$ cat config.mk
export PLATFORM = sky130hd
export DESIGN_NAME = stream_pkt_arbiter
export DESIGN_NICKNAME = d
export VERILOG_FILES = /design/src/rtl/stream_pkt_arbiter.sv
export SDC_FILE = /design/constraint.sdc
export NUM_CORES = 1
export LEC_CHECK = 0
export ABC_AREA = 1
export ABC_CLOCK_PERIOD_IN_PS = 2200
export CAP_MARGIN = 30
export CORE_AREA = 2 2 575 577
export DETAILED_ROUTE_END_ITERATION = 16
export DIE_AREA = 0 0 577 579
export PLACE_DENSITY_LB_ADDON = 0.08
export RECOVER_POWER = 25
export SYNTH_ARGS = -nofsm -noshare
export SYNTH_HDL_FRONTEND = slang
export SYNTH_SLANG_ARGS = --single-unit
$ cat constraint.sdc
create_clock -name clk -period 2.2 [get_ports clk]
set_clock_uncertainty 0.2 [all_clocks]
set_input_delay 0.22 -clock clk [delete_from_list [all_inputs] [get_ports clk]]
set_output_delay 0.22 -clock clk [all_outputs]
set_load 0.05 [all_outputs]
$ cat src/rtl/stream_pkt_arbiter.sv
// ---------------------------------------------------------------------------
// stream_pkt_arbiter
//   Packet-aware round-robin arbiter. Merges NUM_SRC fall-through stream FIFOs
//   into one registered valid/ready stream. A grant is held for a whole packet,
//   so packets from different sources never interleave on the output. Packets
//   longer than MAX_BEATS are cut short: beat MAX_BEATS is sent with out_last
//   forced high, and the rest of that packet is popped and thrown away.
//
// Ports
//   clk, rst_n     clock, asynchronous active-low reset
//   src_empty      per-source FIFO empty
//   src_rd_en      per-source pop strobe (combinational, at most one hot)
//   src_data       flattened head data, source i at [i*WIDTH +: WIDTH]
//   src_keep       flattened head keep, source i at [i*KEEP_W +: KEEP_W]
//   src_last       per-source head beat is last of its packet
//   out_valid      output beat valid (registered)
//   out_ready      downstream accept
//   out_data       output beat data
//   out_keep       output byte enables
//   out_last       last beat of packet (natural or forced)
//   out_src        source index of the current beat
//   err_oversize   one-cycle pulse when a packet is truncated
// ---------------------------------------------------------------------------
module stream_pkt_arbiter #(
  parameter int NUM_SRC   = 4,
  parameter int WIDTH     = 256,
  parameter int KEEP_W    = 32,
  parameter int MAX_BEATS = 64,
  localparam int SRC_W    = $clog2(NUM_SRC),
  localparam int CNT_W    = $clog2(MAX_BEATS + 1)
) (
  input  logic                      clk,
  input  logic                      rst_n,
  input  logic [NUM_SRC-1:0]        src_empty,
  output logic [NUM_SRC-1:0]        src_rd_en,
  input  logic [NUM_SRC*WIDTH-1:0]  src_data,
  input  logic [NUM_SRC*KEEP_W-1:0] src_keep,
  input  logic [NUM_SRC-1:0]        src_last,
  output logic                      out_valid,
  input  logic                      out_ready,
  output logic [WIDTH-1:0]          out_data,
  output logic [KEEP_W-1:0]         out_keep,
  output logic                      out_last,
  output logic [SRC_W-1:0]          out_src,
  output logic                      err_oversize
);

  typedef enum logic [1:0] {
    ST_IDLE  = 2'd0,
    ST_BUSY  = 2'd1,
    ST_DRAIN = 2'd2
  } state_t;

  state_t              state_r;
  state_t              state_nxt_s;
  logic [SRC_W-1:0]    grant_r;
  logic [SRC_W-1:0]    rr_ptr_r;
  logic [CNT_W-1:0]    beat_cnt_r;

  logic                out_valid_r;
  logic [WIDTH-1:0]    out_data_r;
  logic [KEEP_W-1:0]   out_keep_r;
  logic                out_last_r;
  logic [SRC_W-1:0]    out_src_r;
  logic                err_r;

  logic [WIDTH-1:0]    data_arr_s [NUM_SRC];
  logic [KEEP_W-1:0]   keep_arr_s [NUM_SRC];
  logic [WIDTH-1:0]    head_data_s;
  logic [KEEP_W-1:0]   head_keep_s;
  logic                head_last_s;
  logic                head_empty_s;
  logic [SRC_W:0]      pick_s;
  logic                pick_valid_s;
  logic [SRC_W-1:0]    pick_idx_s;
  logic                can_load_s;
  logic                pop_s;
  logic                load_s;
  logic                at_max_s;

  // First non-empty source after ptr, wrapping modulo NUM_SRC; MSB = found.
  function automatic logic [SRC_W:0] rr_pick(input logic [SRC_W-1:0]   ptr,
                                              input logic [NUM_SRC-1:0] empty);
    logic [SRC_W-1:0] idx;
    logic [SRC_W-1:0] sel;
    logic             found;
    logic             hit;
    sel   = '0;
    found = 1'b0;
    for (int k = 1; k <= NUM_SRC; k++) begin
      idx   = SRC_W'((int'(ptr) + k) % NUM_SRC);
      hit   = !found && !empty[idx];
      sel   = hit ? idx : sel;
      found = found | hit;
    end
    return {found, sel};
  endfunction

  // Unflatten the per-source head buses so the granted one can be indexed.
  for (genvar g = 0; g < NUM_SRC; g++) begin : g_unflat
    assign data_arr_s[g] = src_data[g*WIDTH +: WIDTH];
    assign keep_arr_s[g] = src_keep[g*KEEP_W +: KEEP_W];
  end

  assign head_data_s  = data_arr_s[grant_r];
  assign head_keep_s  = keep_arr_s[grant_r];
  assign head_last_s  = src_last[grant_r];
  assign head_empty_s = src_empty[grant_r];

  assign pick_s       = rr_pick(rr_ptr_r, src_empty);
  assign pick_valid_s = pick_s[SRC_W];
  assign pick_idx_s   = pick_s[SRC_W-1:0];

  assign can_load_s   = !out_valid_r || out_ready;
  // Beat count before this pop equals MAX_BEATS-1: this pop is beat MAX_BEATS.
  assign at_max_s     = (beat_cnt_r == CNT_W'(MAX_BEATS - 1));
  assign load_s       = (state_r == ST_BUSY) && pop_s;

  // FSM state register.
  always_ff @(posedge clk or negedge rst_n) begin
    if (!rst_n) begin
      state_r <= ST_IDLE;
    end else begin
      state_r <= state_nxt_s;
    end
  end

  // FSM next-state logic.
  always_comb begin
    state_nxt_s = state_r;
    case (state_r)
      ST_IDLE: begin
        if (pick_valid_s) begin
          state_nxt_s = ST_BUSY;
        end else begin
          state_nxt_s = ST_IDLE;
        end
      end
      ST_BUSY: begin
        if (pop_s && head_last_s) begin
          state_nxt_s = ST_IDLE;
        end else if (pop_s && at_max_s) begin
          state_nxt_s = ST_DRAIN;
        end else begin
          state_nxt_s = ST_BUSY;
        end
      end
      ST_DRAIN: begin
        if (pop_s && head_last_s) begin
          state_nxt_s = ST_IDLE;
        end else begin
          state_nxt_s = ST_DRAIN;
        end
      end
      default: state_nxt_s = ST_IDLE;
    endcase
  end

  // FSM outputs: pop strobe for the granted source only. DRAIN ignores
  // out_ready because discarded beats never touch the output register.
  always_comb begin
    pop_s = 1'b0;
    case (state_r)
      ST_BUSY:  pop_s = !head_empty_s && can_load_s;
      ST_DRAIN: pop_s = !head_empty_s;
      default:  pop_s = 1'b0;
    endcase
    src_rd_en = pop_s ? (NUM_SRC'(1'b1) << grant_r) : {NUM_SRC{1'b0}};
  end

  // Grant, round-robin pointer and per-packet beat counter.
  always_ff @(posedge clk or negedge rst_n) begin
    if (!rst_n) begin
      grant_r    <= '0;
      rr_ptr_r   <= SRC_W'(NUM_SRC - 1);
      beat_cnt_r <= '0;
    end else if ((state_r == ST_IDLE) && pick_valid_s) begin
      grant_r    <= pick_idx_s;
      beat_cnt_r <= '0;
    end else if (load_s) begin
      beat_cnt_r <= beat_cnt_r + CNT_W'(1);
      if (head_last_s || at_max_s) begin
        rr_ptr_r <= grant_r;
      end
    end
  end

  // Output register and truncation pulse.
  always_ff @(posedge clk or negedge rst_n) begin
    if (!rst_n) begin
      out_valid_r <= 1'b0;
      out_data_r  <= '0;
      out_keep_r  <= '0;
      out_last_r  <= 1'b0;
      out_src_r   <= '0;
      err_r       <= 1'b0;
    end else begin
      if (load_s) begin
        out_valid_r <= 1'b1;
        out_data_r  <= head_data_s;
        out_keep_r  <= head_keep_s;
        out_last_r  <= head_last_s || at_max_s;
        out_src_r   <= grant_r;
      end else if (out_ready) begin
        out_valid_r <= 1'b0;
      end
      // A natural last on beat MAX_BEATS is a legal packet, not a truncation.
      err_r <= load_s && at_max_s && !head_last_s;
    end
  end

  assign out_valid    = out_valid_r;
  assign out_data     = out_data_r;
  assign out_keep     = out_keep_r;
  assign out_last     = out_last_r;
  assign out_src      = out_src_r;
  assign err_oversize = err_r;

endmodule

==> results.md, run 1 <==
* First-pass GRT wire length at 291000 µm
* Clock-pin slew on the worst setup and hold paths at 0.06 ns
* Cts bufs inserted at 52
* Antenna violations before repair at 109
* Synthesis warning total at 0
* Hold Slack at 0.0768 ns
* Num rows at 211
* Vias in the first global route at 31044
* Placed Cells at 8791
* Root Buffer: clkbuf_16
* Gr ovfl total at 0
* Synth Instances at 2918
* Distinct cells, synth at 28
* Critical Path RT at 1.78 ns
* Fillers at 37743
* Reg2reg setup slack at -0.31 ns
* Power per cell area at 1480 nW/µm²
* Leakage at 19.6 nW
* Startpoint Class: flip-flop
* Largest net degree at the start of global routing at 63
* Via count at 29110
* FMAX at 369 MHz
* Clock Latency Late Sink at 0.67 ns
* Final setup viols at 503
* CTS tree: done
* Average size of a mapped cell at 6.65 µm²
* Minimum clock period at 2.71 ns
* Finished Layout Cells at 9198
* Outcome: complete, but fails checks
* Die Area at 334000 µm²
* Tightest Hold Check Type: in -> reg
* Die Height at 579 µm
* Register area share after synthesis at 0.395
* Die width at 577 µm
* Gpl congestion at 0.799
* IO Pins at 1460
* P&R area growth vs syn at 151%
* Post-DP Area at 41300 µm²
* Yosys reg bits at 306
* Most common cell after layout, fill and taps aside: clkdlybuf4s50_1
* Crit path max fanout at 5
* Post-Route WL at 229000 µm
* Syn Nets at 4086
* Port Buf Inserts at 1459
* Max_slew headroom at 0.472
* Post-DRT Antenna Nets at 0
* Violated checks: setup timing
* RSZ-0062 raised after global routing: yes
* Worst Slack Setup Final at -0.510 ns
* Synth Cell Area at 19400 µm²
* Worst Setup End Kind: primary output
* Most frequent cells in the layout: clkdlybuf4s50_1, nand2_1, nand3_1, buf_4, dfrtp_1
* Final hold vios at 0
* Fin crit share at 1.23
* Data arrival, critical path at 2.29 ns
* VDD IR-drop max at 0.745 mV
* Initial DRC Count at 1219
* Initial core utilization at 0.0590
* Layout Nets at 5914
* GRT Total Usage at 0.129
* First drt pass iteration count at 5
* DRC viols at 0
* Share of layout cells above drive strength 1 at 0.209
* Placed wire-length estimate at 186000 µm
* Slew @ Worst Pin at 0.791 ns
* Final TNS setup at -89.64 ns
* Setup CP Type: reg -> out
* Drt wl/cell at 24.9 µm
* # Max-Cap Violations at 0
* Htree depth at 2
* CORE AREA at 329000 µm²
* Max-slew violations at 0
* Clock sinks at 306
* Vias per cell at 3.16
* Clock buffer depth at 3
* Final instance area at 48700 µm²
[cell usage after synthesis, drive strengths merged]
cell type	count	area [µm²]
o22ai	1	6.26
or2	1	6.26
a21oi	136	681
ha	5	62.6
nand3	725	3630
nor3	2	10.0
nor2	26	118
nand3b	1	7.51
buf	125	641
nand4	160	1000
clkbuf	135	507
dfrtp	304	7610
o21ai	141	706
xnor2	2	17.5
xor2	1	8.76
dfstp	2	52.6
inv	27	104
nand2	1124	4230
[per-stage QoR]
step / util / total power [mW] / worst slack [ns]
6_report: 0.148 / 72.3 / -0.510
3_5_place_dp: 0.126 / 55.2 / -0.647
2_1_floorplan: - / 31.7 / 0.0709
3_3_place_gp: 0.126 / 55.3 / -0.650
4_1_cts: 0.141 / 69.0 / -0.605
5_1_grt: 0.148 / 77.4 / -0.638
[sequential cells by signal, indices dropped and copies added, names as in the netlist]
signal,count
rr_ptr_r,2
state_r,2
err_oversize,1
out_data,256
out_keep,32
grant_r,2
out_last,1
out_src,2
out_valid,1
beat_cnt_r,7
[layout make-up]
| cell class | instances | area [µm²] | share of cell area |
|---|---|---|---|
| timing repair buffer | 2034 | 21600 | 0.442 |
| sequential | 306 | 7670 | 0.157 |
| inverter | 27 | 114 | 0.00234 |
| tap | 4366 | 5460 | 0.112 |
| clock buffer | 79 | 1540 | 0.0317 |
| clock inverter | 12 | 158 | 0.00323 |
| antenna | 49 | 123 | 0.00252 |
| multi-input combinational | 2325 | 12100 | 0.248 |
[kinds of logic after synthesis]
group,after synthesis,share of synthesized area
AND/OR/NAND/NOR,2039,0.464
flip-flops,306,0.395
XOR/XNOR,3,0.00135
buffers and inverters,287,0.0645
adder cells (fa/ha/maj),5,0.00322
AO/OA/AOI/OAI,278,0.0718
[per-layer routing]
metal | GRT usage | part of all wire | vias to the layer above
met1 | 0.145 | 0.40 | 13952
met5 | 0 | 0.0022 | -
met2 | 0.223 | 0.49 | 1166
li1 | - | - | 13671
met4 | 0.0432 | 0.031 | 74
met3 | 0.0458 | 0.082 | 247
[report_power, final]
group	total (mW)	leakage, nW	internal, mW	switching (mW)
Sequential	10.5	3.87	8.26	2.22
Clock	8.54	0.835	5.03	3.51
Combinational	53.3	14.9	20.3	33.0
Total	72.3	19.6	33.6	38.7
[path summary, 6_finish.rpt]
| kind | start | to | depth (start not counted) |
|---|---|---|---|
| worst min register to register | out_data[115]$_DFFE_PN0P_ | out_data[115]$_DFFE_PN0P_ | 2 |
| worst min-delay path | src_data[557] | out_data[45]$_DFFE_PN0P_ | 5 |
| max in group asynchronous | rst_n | out_data[157]$_DFFE_PN0P_ | 5 |
| worst max-delay path | grant_r[1]$_DFFE_PN0N_ | src_rd_en[0] | 10 |
| min in group asynchronous | rst_n | out_data[22]$_DFFE_PN0P_ | 4 |
| worst max register to register | grant_r[1]$_DFFE_PN0N_ | out_data[8]$_DFFE_PN0P_ | 13 |
[critical path, cell delays in order (launching register included)]
cell	delay, ns
dfrtp_4	0.54
clkinv_8	0.08
nor2_4	0.04
buf_12	0.15
nand2_4	0.06
nand3_4	0.13
inv_2	0.10
nand2_4	0.05
buf_8	0.14
nor3_4	0.11
buf_6	0.19
[what timing repair did]
| action | CTS | global route |
|---|---|---|
| setup endpoints to repair | 480 | 481 |
| gates cloned | 23 | 30 |
| resized for setup | 99 | 603 |
| pin swaps | 7 | 103 |
| hold buffers | 180 | 0 |
| endpoints found under the hold margin | 447 | 0 |
| buffers inserted | 35 | 9 |
Power figures use the tool's default switching activity.
==> run 2, diff against run 1 <==
--- a/config.mk
+++ b/config.mk
@@ -11,7 +11,6 @@
 export CORE_AREA = 2 2 575 577
 export DETAILED_ROUTE_END_ITERATION = 16
 export DIE_AREA = 0 0 577 579
-export PLACE_DENSITY_LB_ADDON = 0.08
 export RECOVER_POWER = 25
 export SYNTH_ARGS = -nofsm -noshare
 export SYNTH_HDL_FRONTEND = slang
==> results.md, run 2 (synthesis gave the netlist of run 1 again) <==
* IO Pins at 1460
* Layout Nets at 5982
* DRC viols at 0
* Gr ovfl total at 0
* Flop pwr share at 0.130
* Crit path max fanout at 5
* Setup CP Type: reg -> out
* Final core occ at 0.154
* Critical Path RT at 1.78 ns
* VDD IR-drop max at 0.624 mV
* Combinational power share at 0.764
* Worst Setup SP: grant_r[1]$_DFFE_PN0N_
* Finished Layout Cells at 9340
* Int Pwr at 34.8 mW
* Post-Route WL at 297000 µm
* Startpoint Class: flip-flop
* Reg2reg setup slack at -0.41 ns
* Most frequent cells in the layout: clkdlybuf4s50_1, nand2_1, nand3_1, buf_4, dfrtp_1
* Worst setup endpoint: src_rd_en[2]
* Outcome: complete, but fails checks
* Minimum clock period at 2.63 ns
* Max-slew violations at 0
* Via count at 33335
* CTS tree: done
* Die Height at 579 µm
* Worst Setup End Kind: primary output
* Initial DRC Count at 2789
* Worst Slack Setup Final at -0.429 ns
* Net Sw Power at 42.4 mW
* Largest net degree at the start of global routing at 60
* Share of layout cells above drive strength 1 at 0.236
* Die width at 577 µm
* Num rows at 211
* Slew @ Worst Pin at 0.812 ns
* Post-DP Area at 40600 µm²
* Htree depth at 2
* FMAX at 380 MHz
* Violated checks: setup timing
* Clock sinks at 306
* Drt wl/cell at 31.8 µm
* Final setup viols at 432
* Worst reg2reg path startpoint: grant_r[1]$_DFFE_PN0N_
* Clock-pin slew on the worst setup and hold paths at 0.06 ns
* Final hold vios at 0
* Tightest Hold Check Type: in -> reg
* RSZ-0062 raised after global routing: yes
* Clock Latency Late Sink at 0.70 ns
* Die Area at 334000 µm²
* FF-to-FF End: out_data[208]$_DFFE_PN0P_
* P&R area growth vs syn at 161%
* Max reg flops at 256
* Clk pwr share at 0.106
* Placed wire-length estimate at 242000 µm
* Fillers at 37283
* Vias in the first global route at 31072
* Final TNS setup at -93.89 ns
* Power per cell area at 1530 nW/µm²
* Switch share at 0.549
* Multi-input gate area at 12900 µm²
* Seq. cell area at 7670 µm²
* Cts bufs inserted at 44
* Leakage at 21.1 nW
* CORE AREA at 329000 µm²
* Final instance area at 50700 µm²
* GRT Total Usage at 0.166
* # Max-Cap Violations at 0
* Root Buffer: clkbuf_16
* Data arrival, critical path at 2.21 ns
* Overall power at 77.3 mW
* First-pass GRT wire length at 354000 µm
* Antenna violations before repair at 360
* Port Buf Inserts at 1459
* Dpl ws at -0.290 ns
* Post-DRT Antenna Nets at 0
* Cells on worst reg2reg path at 14
* Fin crit share at 1.20
* First drt pass iteration count at 5
* Most common cell after layout, fill and taps aside: clkdlybuf4s50_1
* Gpl congestion at 0.986
* Vias per cell at 3.57
* Initial core utilization at 0.0590
* Placed Cells at 8732
* Clock buffer depth at 3
* Max_slew headroom at 0.459
* Hold Slack at 0.0749 ns
-- run 2: changes by cell type in the layout (fill, tap and decap cells not counted), moves of 58 or more --
cell             change
diode_2             +76
dlygate4sd2_1      +105
a21oi_1             -70
nand2_2             -74
clkdlybuf4s50_1    -168
nand3_1             -58
-- run 2: worst min-delay path by stage --
stage               cells after the start          start                        end  slack, ns
CTS                                     5  src_data[235]  out_data[235]$_DFFE_PN0P_     0.0006
global route                            3  src_data[585]   out_data[73]$_DFFE_PN0P_       0.02
finish                                  5  src_data[190]  out_data[190]$_DFFE_PN0P_       0.07
detailed placement                      1          rst_n  out_data[186]$_DFFE_PN0P_       -0.1
global placement                        1          rst_n  out_data[186]$_DFFE_PN0P_       -0.1
floorplan                               0          rst_n  beat_cnt_r[0]$_DFFE_PN0P_      -0.28
-- run 2: layout make-up --
type,instances,share of cell area
antenna,125,0.00617
clock buffer,56,0.0234
clock inverter,25,0.00687
inverter,27,0.00232
multi-input combinational,2325,0.254
sequential,306,0.151
tap,4366,0.108
timing repair buffer,2110,0.448
-- run 2: metal layers --
metal | vias to the layer above | global-route usage | wire, µm
met5 | - | 0 | 1250
met4 | 196 | 0.0779 | 16200
met3 | 790 | 0.0757 | 35200
met2 | 2431 | 0.247 | 124000
met1 | 16004 | 0.201 | 120000
li1 | 13914 | - | -
-- run 2: power groups by stage --
stage / logic, mW / registers, mW / clock network (mW)
after global placement: 44.3 / 10.1 / 0
after global routing: 61.7 / 10.3 / 8.58
final: 59.0 / 10.1 / 8.17
after floorplan: 13.9 / 17.7 / 0
after detailed placement: 44.3 / 10.1 / 0
after CTS: 56.6 / 10.0 / 8.44
-- run 2: repair_timing --
| item | in CTS | in global routing |
|---|---|---|
| cloned | 56 | 22 |
| endpoints found under the hold margin | 459 | 0 |
| hold buffers | 223 | 0 |
| resized for setup | 780 | 242 |
| endpoints found under the setup margin | 398 | 308 |
| pin swaps | 294 | 155 |
| setup buffers | 97 | 43 |
-- run 2: critical path, cell delays in order, from the launching register on --
cell,delay [ns]
dfrtp_4,0.50
buf_12,0.15
nor2_4,0.18
nand2_2,0.08
nand3_2,0.10
inv_2,0.04
nand2_2,0.07
buf_8,0.15
nor2_4,0.05
buf_12,0.14
